--- src/rtl/mem_access_unit_if.sv ---
// Bundles the CPU request/response handshake and the data-memory port of
// mem_access_unit; master is the CPU/memory environment, slave is the unit.
interface mem_access_unit_if #(
  parameter int AW = 11
);
  logic          req_valid;
  logic          req_ready;
  logic          req_write;
  logic [1:0]    req_size;
  logic          req_signed;
  logic [31:0]   req_addr;
  logic [31:0]   req_wdata;
  logic          resp_valid;
  logic [31:0]   resp_rdata;
  logic          resp_error;
  logic          mem_en;
  logic [3:0]    mem_write;
  logic [AW-1:0] mem_addr;
  logic [31:0]   mem_wdata;
  logic [31:0]   mem_rdata;

  modport master (
    output req_valid, req_write, req_size, req_signed, req_addr, req_wdata, mem_rdata,
    input  req_ready, resp_valid, resp_rdata, resp_error, mem_en, mem_write, mem_addr, mem_wdata
  );

  modport slave (
    input  req_valid, req_write, req_size, req_signed, req_addr, req_wdata, mem_rdata,
    output req_ready, resp_valid, resp_rdata, resp_error, mem_en, mem_write, mem_addr, mem_wdata
  );
endinterface

--- src/rtl/mem_access_unit.sv ---
// Load/store unit between the CPU memory stage and a word-wide data memory:
// address check, big-endian byte-lane write enables and load extraction.
module mem_access_unit #(
  parameter logic [31:0] BASE_ADDR   = 32'h1001_0000,
  parameter int          DEPTH_WORDS = 2048,
  localparam int         AW          = $clog2(DEPTH_WORDS)
) (
  input logic              clk,
  input logic              rst,
  mem_access_unit_if.slave bus
);

  localparam logic [31:0] LIMIT = 32'(4 * DEPTH_WORDS);

  typedef enum logic [1:0] {IDLE = 2'd0, RDWAIT = 2'd1, RESP = 2'd2} state_t;

  state_t      state_r;
  logic        resp_valid_r;
  logic [31:0] resp_rdata_r;
  logic        resp_error_r;
  logic [1:0]  size_r;
  logic        signed_r;
  logic [1:0]  boff_r;

  logic [31:0] off_s;
  logic        accept_s;
  logic        err_s;
  logic        go_s;

  // Byte offset 0 is the most significant lane (big-endian).
  function automatic logic [31:0] extract_load(input logic [31:0] d, input logic [1:0] size,
                                               input logic sgn, input logic [1:0] o);
    logic [7:0]  b;
    logic [15:0] h;
    logic [31:0] r;
    case (o)
      2'd0:    b = d[31:24];
      2'd1:    b = d[23:16];
      2'd2:    b = d[15:8];
      default: b = d[7:0];
    endcase
    if (o[1]) begin
      h = d[15:0];
    end else begin
      h = d[31:16];
    end
    case (size)
      2'b00:   r = {{24{sgn & b[7]}}, b};
      2'b01:   r = {{16{sgn & h[15]}}, h};
      default: r = d;
    endcase
    return r;
  endfunction

  // Request decode, range/alignment check and memory-side drive for the accept cycle.
  always_comb begin
    off_s    = bus.req_addr - BASE_ADDR;
    accept_s = bus.req_valid && (state_r == IDLE);
    err_s    = (off_s >= LIMIT) || (bus.req_size == 2'b11) ||
               ((bus.req_size == 2'b01) && off_s[0]) ||
               ((bus.req_size == 2'b10) && (off_s[1:0] != 2'b00));
    go_s     = accept_s && !err_s && !rst;

    bus.mem_en    = go_s;
    bus.mem_addr  = off_s[AW+1:2];
    bus.mem_write = 4'b0000;
    if (go_s && bus.req_write) begin
      case (bus.req_size)
        2'b00:   bus.mem_write = 4'b0001 << off_s[1:0];
        2'b01:   bus.mem_write = off_s[1] ? 4'b1100 : 4'b0011;
        2'b10:   bus.mem_write = 4'b1111;
        default: bus.mem_write = 4'b0000;
      endcase
    end else begin
      bus.mem_write = 4'b0000;
    end

    case (bus.req_size)
      2'b00:   bus.mem_wdata = {4{bus.req_wdata[7:0]}};
      2'b01:   bus.mem_wdata = {2{bus.req_wdata[15:0]}};
      default: bus.mem_wdata = bus.req_wdata;
    endcase
  end

  assign bus.req_ready  = (state_r == IDLE);
  assign bus.resp_valid = resp_valid_r;
  assign bus.resp_rdata = resp_rdata_r;
  assign bus.resp_error = resp_error_r;

  // Transaction FSM; response fields are written only when a response is produced.
  always_ff @(posedge clk or posedge rst) begin
    if (rst) begin
      state_r      <= IDLE;
      resp_valid_r <= 1'b0;
      resp_rdata_r <= 32'h0000_0000;
      resp_error_r <= 1'b0;
      size_r       <= 2'b00;
      signed_r     <= 1'b0;
      boff_r       <= 2'b00;
    end else begin
      case (state_r)
        IDLE: begin
          resp_valid_r <= 1'b0;
          if (accept_s) begin
            if (err_s) begin
              resp_error_r <= 1'b1;
              resp_rdata_r <= 32'h0000_0000;
              resp_valid_r <= 1'b1;
              state_r      <= RESP;
            end else if (bus.req_write) begin
              resp_error_r <= 1'b0;
              resp_rdata_r <= 32'h0000_0000;
              resp_valid_r <= 1'b1;
              state_r      <= RESP;
            end else begin
              size_r   <= bus.req_size;
              signed_r <= bus.req_signed;
              boff_r   <= off_s[1:0];
              state_r  <= RDWAIT;
            end
          end
        end
        RDWAIT: begin
          resp_rdata_r <= extract_load(bus.mem_rdata, size_r, signed_r, boff_r);
          resp_error_r <= 1'b0;
          resp_valid_r <= 1'b1;
          state_r      <= RESP;
        end
        RESP: begin
          resp_valid_r <= 1'b0;
          state_r      <= IDLE;
        end
        default: begin
          resp_valid_r <= 1'b0;
          state_r      <= IDLE;
        end
      endcase
    end
  end

endmodule

--- src/flat_wrapper.sv ---
// flat-port wrapper written by rule: the top's interface ports become plain ports
module mem_access_unit_flat 
#(
  parameter logic [31:0] BASE_ADDR   = 32'h1001_0000,
  parameter int          DEPTH_WORDS = 2048,
  localparam int         AW          = $clog2(DEPTH_WORDS)
)
  (clk, rst, bus_req_valid, bus_req_write, bus_req_size, bus_req_signed, bus_req_addr, bus_req_wdata, bus_mem_rdata, bus_req_ready, bus_resp_valid, bus_resp_rdata, bus_resp_error, bus_mem_en, bus_mem_write, bus_mem_addr, bus_mem_wdata);
  mem_access_unit_if #(.AW(11)) bus_i ();
  input logic clk;
  input logic rst;
  input wire logic [$bits(bus_i.req_valid)-1:0] bus_req_valid;
  input wire logic [$bits(bus_i.req_write)-1:0] bus_req_write;
  input wire logic [$bits(bus_i.req_size)-1:0] bus_req_size;
  input wire logic [$bits(bus_i.req_signed)-1:0] bus_req_signed;
  input wire logic [$bits(bus_i.req_addr)-1:0] bus_req_addr;
  input wire logic [$bits(bus_i.req_wdata)-1:0] bus_req_wdata;
  input wire logic [$bits(bus_i.mem_rdata)-1:0] bus_mem_rdata;
  output wire logic [$bits(bus_i.req_ready)-1:0] bus_req_ready;
  output wire logic [$bits(bus_i.resp_valid)-1:0] bus_resp_valid;
  output wire logic [$bits(bus_i.resp_rdata)-1:0] bus_resp_rdata;
  output wire logic [$bits(bus_i.resp_error)-1:0] bus_resp_error;
  output wire logic [$bits(bus_i.mem_en)-1:0] bus_mem_en;
  output wire logic [$bits(bus_i.mem_write)-1:0] bus_mem_write;
  output wire logic [$bits(bus_i.mem_addr)-1:0] bus_mem_addr;
  output wire logic [$bits(bus_i.mem_wdata)-1:0] bus_mem_wdata;
  assign bus_i.req_valid = bus_req_valid;
  assign bus_i.req_write = bus_req_write;
  assign bus_i.req_size = bus_req_size;
  assign bus_i.req_signed = bus_req_signed;
  assign bus_i.req_addr = bus_req_addr;
  assign bus_i.req_wdata = bus_req_wdata;
  assign bus_i.mem_rdata = bus_mem_rdata;
  assign bus_req_ready = bus_i.req_ready;
  assign bus_resp_valid = bus_i.resp_valid;
  assign bus_resp_rdata = bus_i.resp_rdata;
  assign bus_resp_error = bus_i.resp_error;
  assign bus_mem_en = bus_i.mem_en;
  assign bus_mem_write = bus_i.mem_write;
  assign bus_mem_addr = bus_i.mem_addr;
  assign bus_mem_wdata = bus_i.mem_wdata;
  mem_access_unit #(.BASE_ADDR(BASE_ADDR), .DEPTH_WORDS(DEPTH_WORDS)) u_core (.clk(clk), .rst(rst), .bus(bus_i));
endmodule
--- config.mk ---
export PLATFORM = sky130hd
export DESIGN_NAME = mem_access_unit_flat
export DESIGN_NICKNAME = d
export VERILOG_FILES = /design/src/rtl/mem_access_unit_if.sv /design/src/rtl/mem_access_unit.sv /design/src/flat_wrapper.sv
export SDC_FILE = /design/constraint.sdc
export NUM_CORES = 1
export LEC_CHECK = 0
export CAP_MARGIN = 20
export CORE_MARGIN = 4
export CORE_UTILIZATION = 42
export DETAILED_ROUTE_END_ITERATION = 16
export PLACE_DENSITY = 0.89
export SYNTH_ARGS = -nofsm -noshare
export SYNTH_HDL_FRONTEND = slang
export SYNTH_SLANG_ARGS = --single-unit
--- constraint.sdc ---
create_clock -name clk -period 5.7 [get_ports clk]
set_clock_uncertainty 0.05 [all_clocks]
set_input_delay 1.14 -clock clk [delete_from_list [all_inputs] [get_ports clk]]
set_output_delay 1.14 -clock clk [all_outputs]
set_load 0.01 [all_outputs]
== Yosys cells after proc, flatten, opt, wreduce, memory -nomap -nowiden ==
Index checks and enable logic that the tools add are counted.
Widths: inputs -> output; s select.

* Shifts and indexed selects: 1
* Add/sub/neg operators: 1
* Reduce and logical (&&, ||, !) cells: 19
* Equal/unequal tests: 9
* Order comparisons: 1
* Multiplexer cells: 25
* Bitwise logic cells: 4

{| class="wikitable"
|+ Operators by type and width
! kind !! number
|-
| $pmux 32 s2 || 3
|-
| $mux 32 || 3
|-
| $ge 32x14->1 const B || 1
|-
| $mux 16 || 2
|-
| $sub 32x29->32 const B || 1
|-
| $pmux 8 s3 || 1
|-
| $pmux 4 s3 || 1
|-
| $eq 2x1->1 const B || 4
|-
| $logic_not 2->1 || 4
|-
| $mux 4 || 2
|-
| $mux 8 || 1
|-
| $eq 2x2->1 const B || 3
|-
| $logic_and 1x1->1 || 6
|-
| $mux 1 || 6
|-
| $mux 2 || 3
|-
| $pmux 1 s2 || 2
|-
| $pmux 2 s2 || 1
|-
| $reduce_and 4->1 || 1
|-
| $reduce_bool 2->1 || 2
|-
| $shl 1x2->4 const A || 1
|-
| $logic_or 1x1->1 || 3
|-
| $ne 3x2->1 const B || 1
|-
| $reduce_and 3->1 || 1
|-
| $and 1x1->1 || 2
|-
| other kinds (3) || 5
|}

* Logic and storage cells: 67
* Output and inout port bits: 83
* Input port bits: 103
* Register bits after elaboration: 41

== Logic depth before layout (Yosys ltp) ==
* Depth in word-level cells: 10
* Mapped depth: 8
* Gate-level depth less buffers: 4

== Least setup slack after synthesis ==
OpenSTA, ideal clock, no wires.

* Path type: input-to-output
* Start point: input port bus_req_addr[22]
* End point: output port bus_mem_write[0]
* Arrival: 3.125 ns
* Stages: 6
* Buffers on the path: 2
* Setup slack: 1.385 ns
* Required time: 4.510 ns
* Cells stage by stage: or4_1 > or3_1 > buf_2 > or4_1 > clkbuf_1 > nor3_1

* Word-level cells in the longest chain between the ends: 10

{| class="wikitable"
|+ RTL lines
! item !! RTL line !! source
|-
| start, declared || flat_wrapper.sv:16 || <nowiki>input wire logic [$bits(bus_i.req_addr)-1:0] bus_req_addr;</nowiki>
|-
| $sub 32x29->32 || mem_access_unit.sv:57 || <nowiki>off_s = bus.req_addr - BASE_ADDR;</nowiki>
|-
| $ge 32x14->1 || mem_access_unit.sv:59 || <nowiki>err_s = (off_s >= LIMIT) || (bus.req_size == 2'b11) ||</nowiki>
|-
| $logic_or 1x1->1 (2 in series) || mem_access_unit.sv:59 ||
|-
| $logic_or 1x1->1 || mem_access_unit.sv:60 || <nowiki>((bus.req_size == 2'b01) && off_s[0]) ||</nowiki>
|-
| $logic_not 1->1 || mem_access_unit.sv:62 || <nowiki>go_s = accept_s && !err_s && !rst;</nowiki>
|-
| $logic_and 1x1->1 (2 in series) || mem_access_unit.sv:62 ||
|-
| $logic_and 1x1->1 || mem_access_unit.sv:67 || <nowiki>if (go_s && bus.req_write) begin</nowiki>
|-
| $mux 4 || mem_access_unit.sv:67 ||
|-
| end, declared || flat_wrapper.sv:24 || <nowiki>output wire logic [$bits(bus_i.mem_write)-1:0] bus_mem_write;</nowiki>
|}

Every way passes these cells.

== Worst setup path after layout ==
* Start point: input port bus_req_addr[22]
* End point: output port bus_mem_write[2]

The elaborated chain is that of the path after synthesis.

==> summary.md <==
| Metric | Value |
|---|---|
| Status | finished, final reports clean |
| Sw frac | 0.2598 |
| Library cells used by synthesis | 43 |
| Reg power frac | 0.406 |
| Final period demand of the worst path | just over 5 ns |
| Net Count, Synth | approximately 470 |
| RSZ-0062 raised after global routing | no |
| Most frequent cell after synthesis | dfrtp_1 |
| Num CTS Buffers | 5 |
| Synth area leaders | dfrtp_1 (32%), mux2_2 (6.0%), mux2i_1 (6.0%) |
| Io pins | 186 |
| CTS tree | built |
| Post-synth EDFFs | 0 |
| Xor and xnor fraction of the mapped netlist area | 0 |
| Pin count of the biggest net entering global routing | 42 |
| Post-Synth Simple-Gate Area | 0.1823 |
| Rows | 31 |
| Worst Path Required | 4.51 ns |
| CTS clock-pin slew for the worst setup and hold paths | roughly 0.08 ns |
| DRC viols | 0 |
| Max incr delay on CP | between 0.6 and 0.7 ns |
| Dpl hpwl | ~8400 µm |
| Fin Hold WS | between 0.4 and 0.5 ns |
| Largest family of logic cells by synthesized area | compound AO/OA/AOI/OAI gates |
| Worst-margin pin slew | around 1.0 ns |
| Net load switching power | around 190 µW |
| Nets | between 500 and 600 |
| Clock Latency Late Sink | 0.30 ns |
| Avg Cell Area, Syn | ~8.6 µm² |
| Leakage | roughly 0.0018 µW |
| Share of cells above drive strength 1 | 0.09073 |
| Combinational share of power | 0.260 |
| Clk root buf | clkbuf_8 |
| CP startpoint kind | primary input |
| Initial Utilization | 0.4358 |
| Cell Int Power | approximately 530 µW |
| Longest Clk Path Bufs | 2 |
| Adder-Cell Fraction of Synth Area | 0 |
| Drt first pass iters | 9 |
| Layout Cells excl Fill | roughly 600 |
| Chip width | around 95 µm |
| Syn. warnings | 0 |
| Clk sinks | 41 |
| Slew Limit Fails | 0 |
| Die height | 94.99 µm |
| Inst Count DP | between 500 and 600 |
| Post-synthesis sequential area ratio | 0.3228 |
| H-Tree Depth | 2 |
| Initial DRC Count | ~330 |
| FFs w/ async S/R, synth | 1.000 |
| Slowest cell on crit path | or4_1 |
| Synth Instances | roughly 370 |
| CP Max Fanout | 6 |
| Area of the multi-input gates | 1789 µm² |
| Diode count | 0 |
| VDD IR max | ~0.089 mV |
| Slew margin rel. | 0.3158 |
| Antenna viol nets, final | 0 |
| Antenna violations before repair | 0 |
| Fill cells | 600 |
| Via count | between 3000 and 4000 |
| Total negative slack | 0 ns |
| Die ar. | about 9000 µm² |
| PwrDens | around 150 nW/µm² |
| Synth top cells by count | dfrtp_1 (41), nand2_1 (36), o21ai_0 (35) |
| Fmax | around 200 MHz |
| Final setup vio count | 0 |
| Synth Area in Compound Gates | 0.2335 |
| Synth Register Bits | a little over 40 |
| Vias per std cell | just under 6 |
| Register area | about 1000 µm² |
| Synth top area share | 0.3228 |
| Hold Fails Final Rpt | 0 |
| CP Cell Sequence | clkdlybuf4s50_1 > or4_1 > or3_1 > or4_1 > nor3_1 > clkdlybuf4s50_1 |
| Post-cts sizing count | 0 |
| First-pass GRT wire length | 16860 µm |
| WS Path Type | in2out |
| CP endpoint kind | output pin |
| Mux share of post-synthesis cell area | 0.1461 |
| Global route total overflow | 0 |
| Syn Std Cell Area | about 3200 µm² |
| Worst hold path class | reg2reg |
| Core Region | about 7300 µm² |
| Setup Buffers After CTS | 0 |
| PortBufs | 163 |
| Maxcap violations | 0 |
| Routability cong. | ~0.9 |
| WL final | approximately 11000 µm |
| Vias in the first global route | 3373 |
| Area grow syn2layout | 51.97% |
| Largest area contributor in the synthesized netlist | dfrtp_1 |
| Worst EP arrival | roughly 4 ns |
| Clk network pwr share | 0.334 |
| Total track usage | 0.2375 |
| Final Cycle Share | 0.8958 |
| Routed len/inst | approximately 18 µm |
| Synth Flop Type | dfrtp_1 |
| # hold bufs at CTS | 0 |
==> flip-flops by register name, indices dropped and copies added (netlist names) <==
name and cells:
u_core.state_r 2, u_core.boff_r 2, u_core.size_r 2, u_core.bus.resp_valid 1, u_core.bus.resp_rdata 32, u_core.bus.resp_error 1
u_core.signed_r 1
==> power by group through the flow <==
| stage | clock [µW] | combinational [µW] | sequential [µW] |
|---|---|---|---|
| floorplan | 0 | 73.0 | 300 |
| detailed placement | 0 | 187 | 299 |
| CTS | 244 | 188 | 293 |
| finish | 241 | 188 | 293 |
| global placement | 0 | 182 | 299 |
| global route | 258 | 200 | 294 |
==> final cells by class <==
class / instances / share of cell area
multi-input cells: 254 / 0.3705
repair buffers: 172 / 0.3518
flip-flops and latches: 41 / 0.2124
well taps: 99 / 0.02565
inverters: 21 / 0.01632
clock buffers: 5 / 0.01425
clock inverters: 3 / 0.009067
==> per-stage QoR <==
| step | instance area [µm²] | util | setup slack (ns) | power (µW) |
|---|---|---|---|---|
| after CTS | 4822 | 0.6613 | 0.5972 | 724.8 |
| final | 4830 | 0.6623 | 0.5938 | 721.7 |
| after global routing | 4830 | 0.6623 | 0.5053 | 751.7 |
| after detailed placement | 4710 | 0.6458 | 0.6040 | 486.1 |
| after global placement | 4710 | 0.6458 | 0.6616 | 481.1 |
| after floorplan | 3178 | - | 1.385 | 372.7 |
==> layer usage <==
metal | up-vias | track usage | wire length, µm
met5 | - | 0 | 0
met4 | 0 | 0.07212 | 198
met3 | 25 | 0.07888 | 1019
met2 | 192 | 0.4022 | 5593
met1 | 1643 | 0.2852 | 4138
li1 | 1621 | - | -
==> path summary, 6_finish.rpt <==
check	startpoint	endpoint	slack (ns)	cells past startpoint
setup / recovery	bus_req_addr[22]	bus_mem_write[2]	0.59	6
hold / removal	u_core.bus.resp_rdata[14]$_DFFE_PP0P_	u_core.bus.resp_rdata[14]$_DFFE_PP0P_	0.46	2
setup reg to reg	u_core.state_r[0]$_DFFE_PP0N_	u_core.bus.resp_rdata[26]$_DFFE_PP0P_	3.15	3
hold reg to reg	u_core.bus.resp_rdata[14]$_DFFE_PP0P_	u_core.bus.resp_rdata[14]$_DFFE_PP0P_	0.46	2
max in group asynchronous	rst	u_core.bus.resp_rdata[20]$_DFFE_PP0P_	3.96	3
min in group asynchronous	rst	u_core.boff_r[1]$_DFFE_PP0P_	1.27	3
==> kinds of logic after synthesis <==
| logic type | Yosys count |
|---|---|
| mux | 41 |
| flops | 41 |
| compound gates | 108 |
| simple gates | 105 |
| buf+inv | 74 |
==> placed cells by master, fill, tap and decap left out, drive strengths merged, types with 10 or more instances in the layout <==
| master | instances |
|---|---|
| nor2 | 10 |
| or4 | 10 |
| nand2 | 36 |
| mux2i | 19 |
| clkdlybuf4s50 | 163 |
| nor3b | 14 |
| a222oi | 16 |
| mux2 | 21 |
| dfrtp | 41 |
| o21ai | 45 |
| inv | 22 |
==> critical path: cells and delay by family <==
kind	cells	cell delay, ns
AND/OR/NAND/NOR	4	1.82
buffers and inverters	2	0.96
No activity file was read; power rests on OpenSTA's default activity.
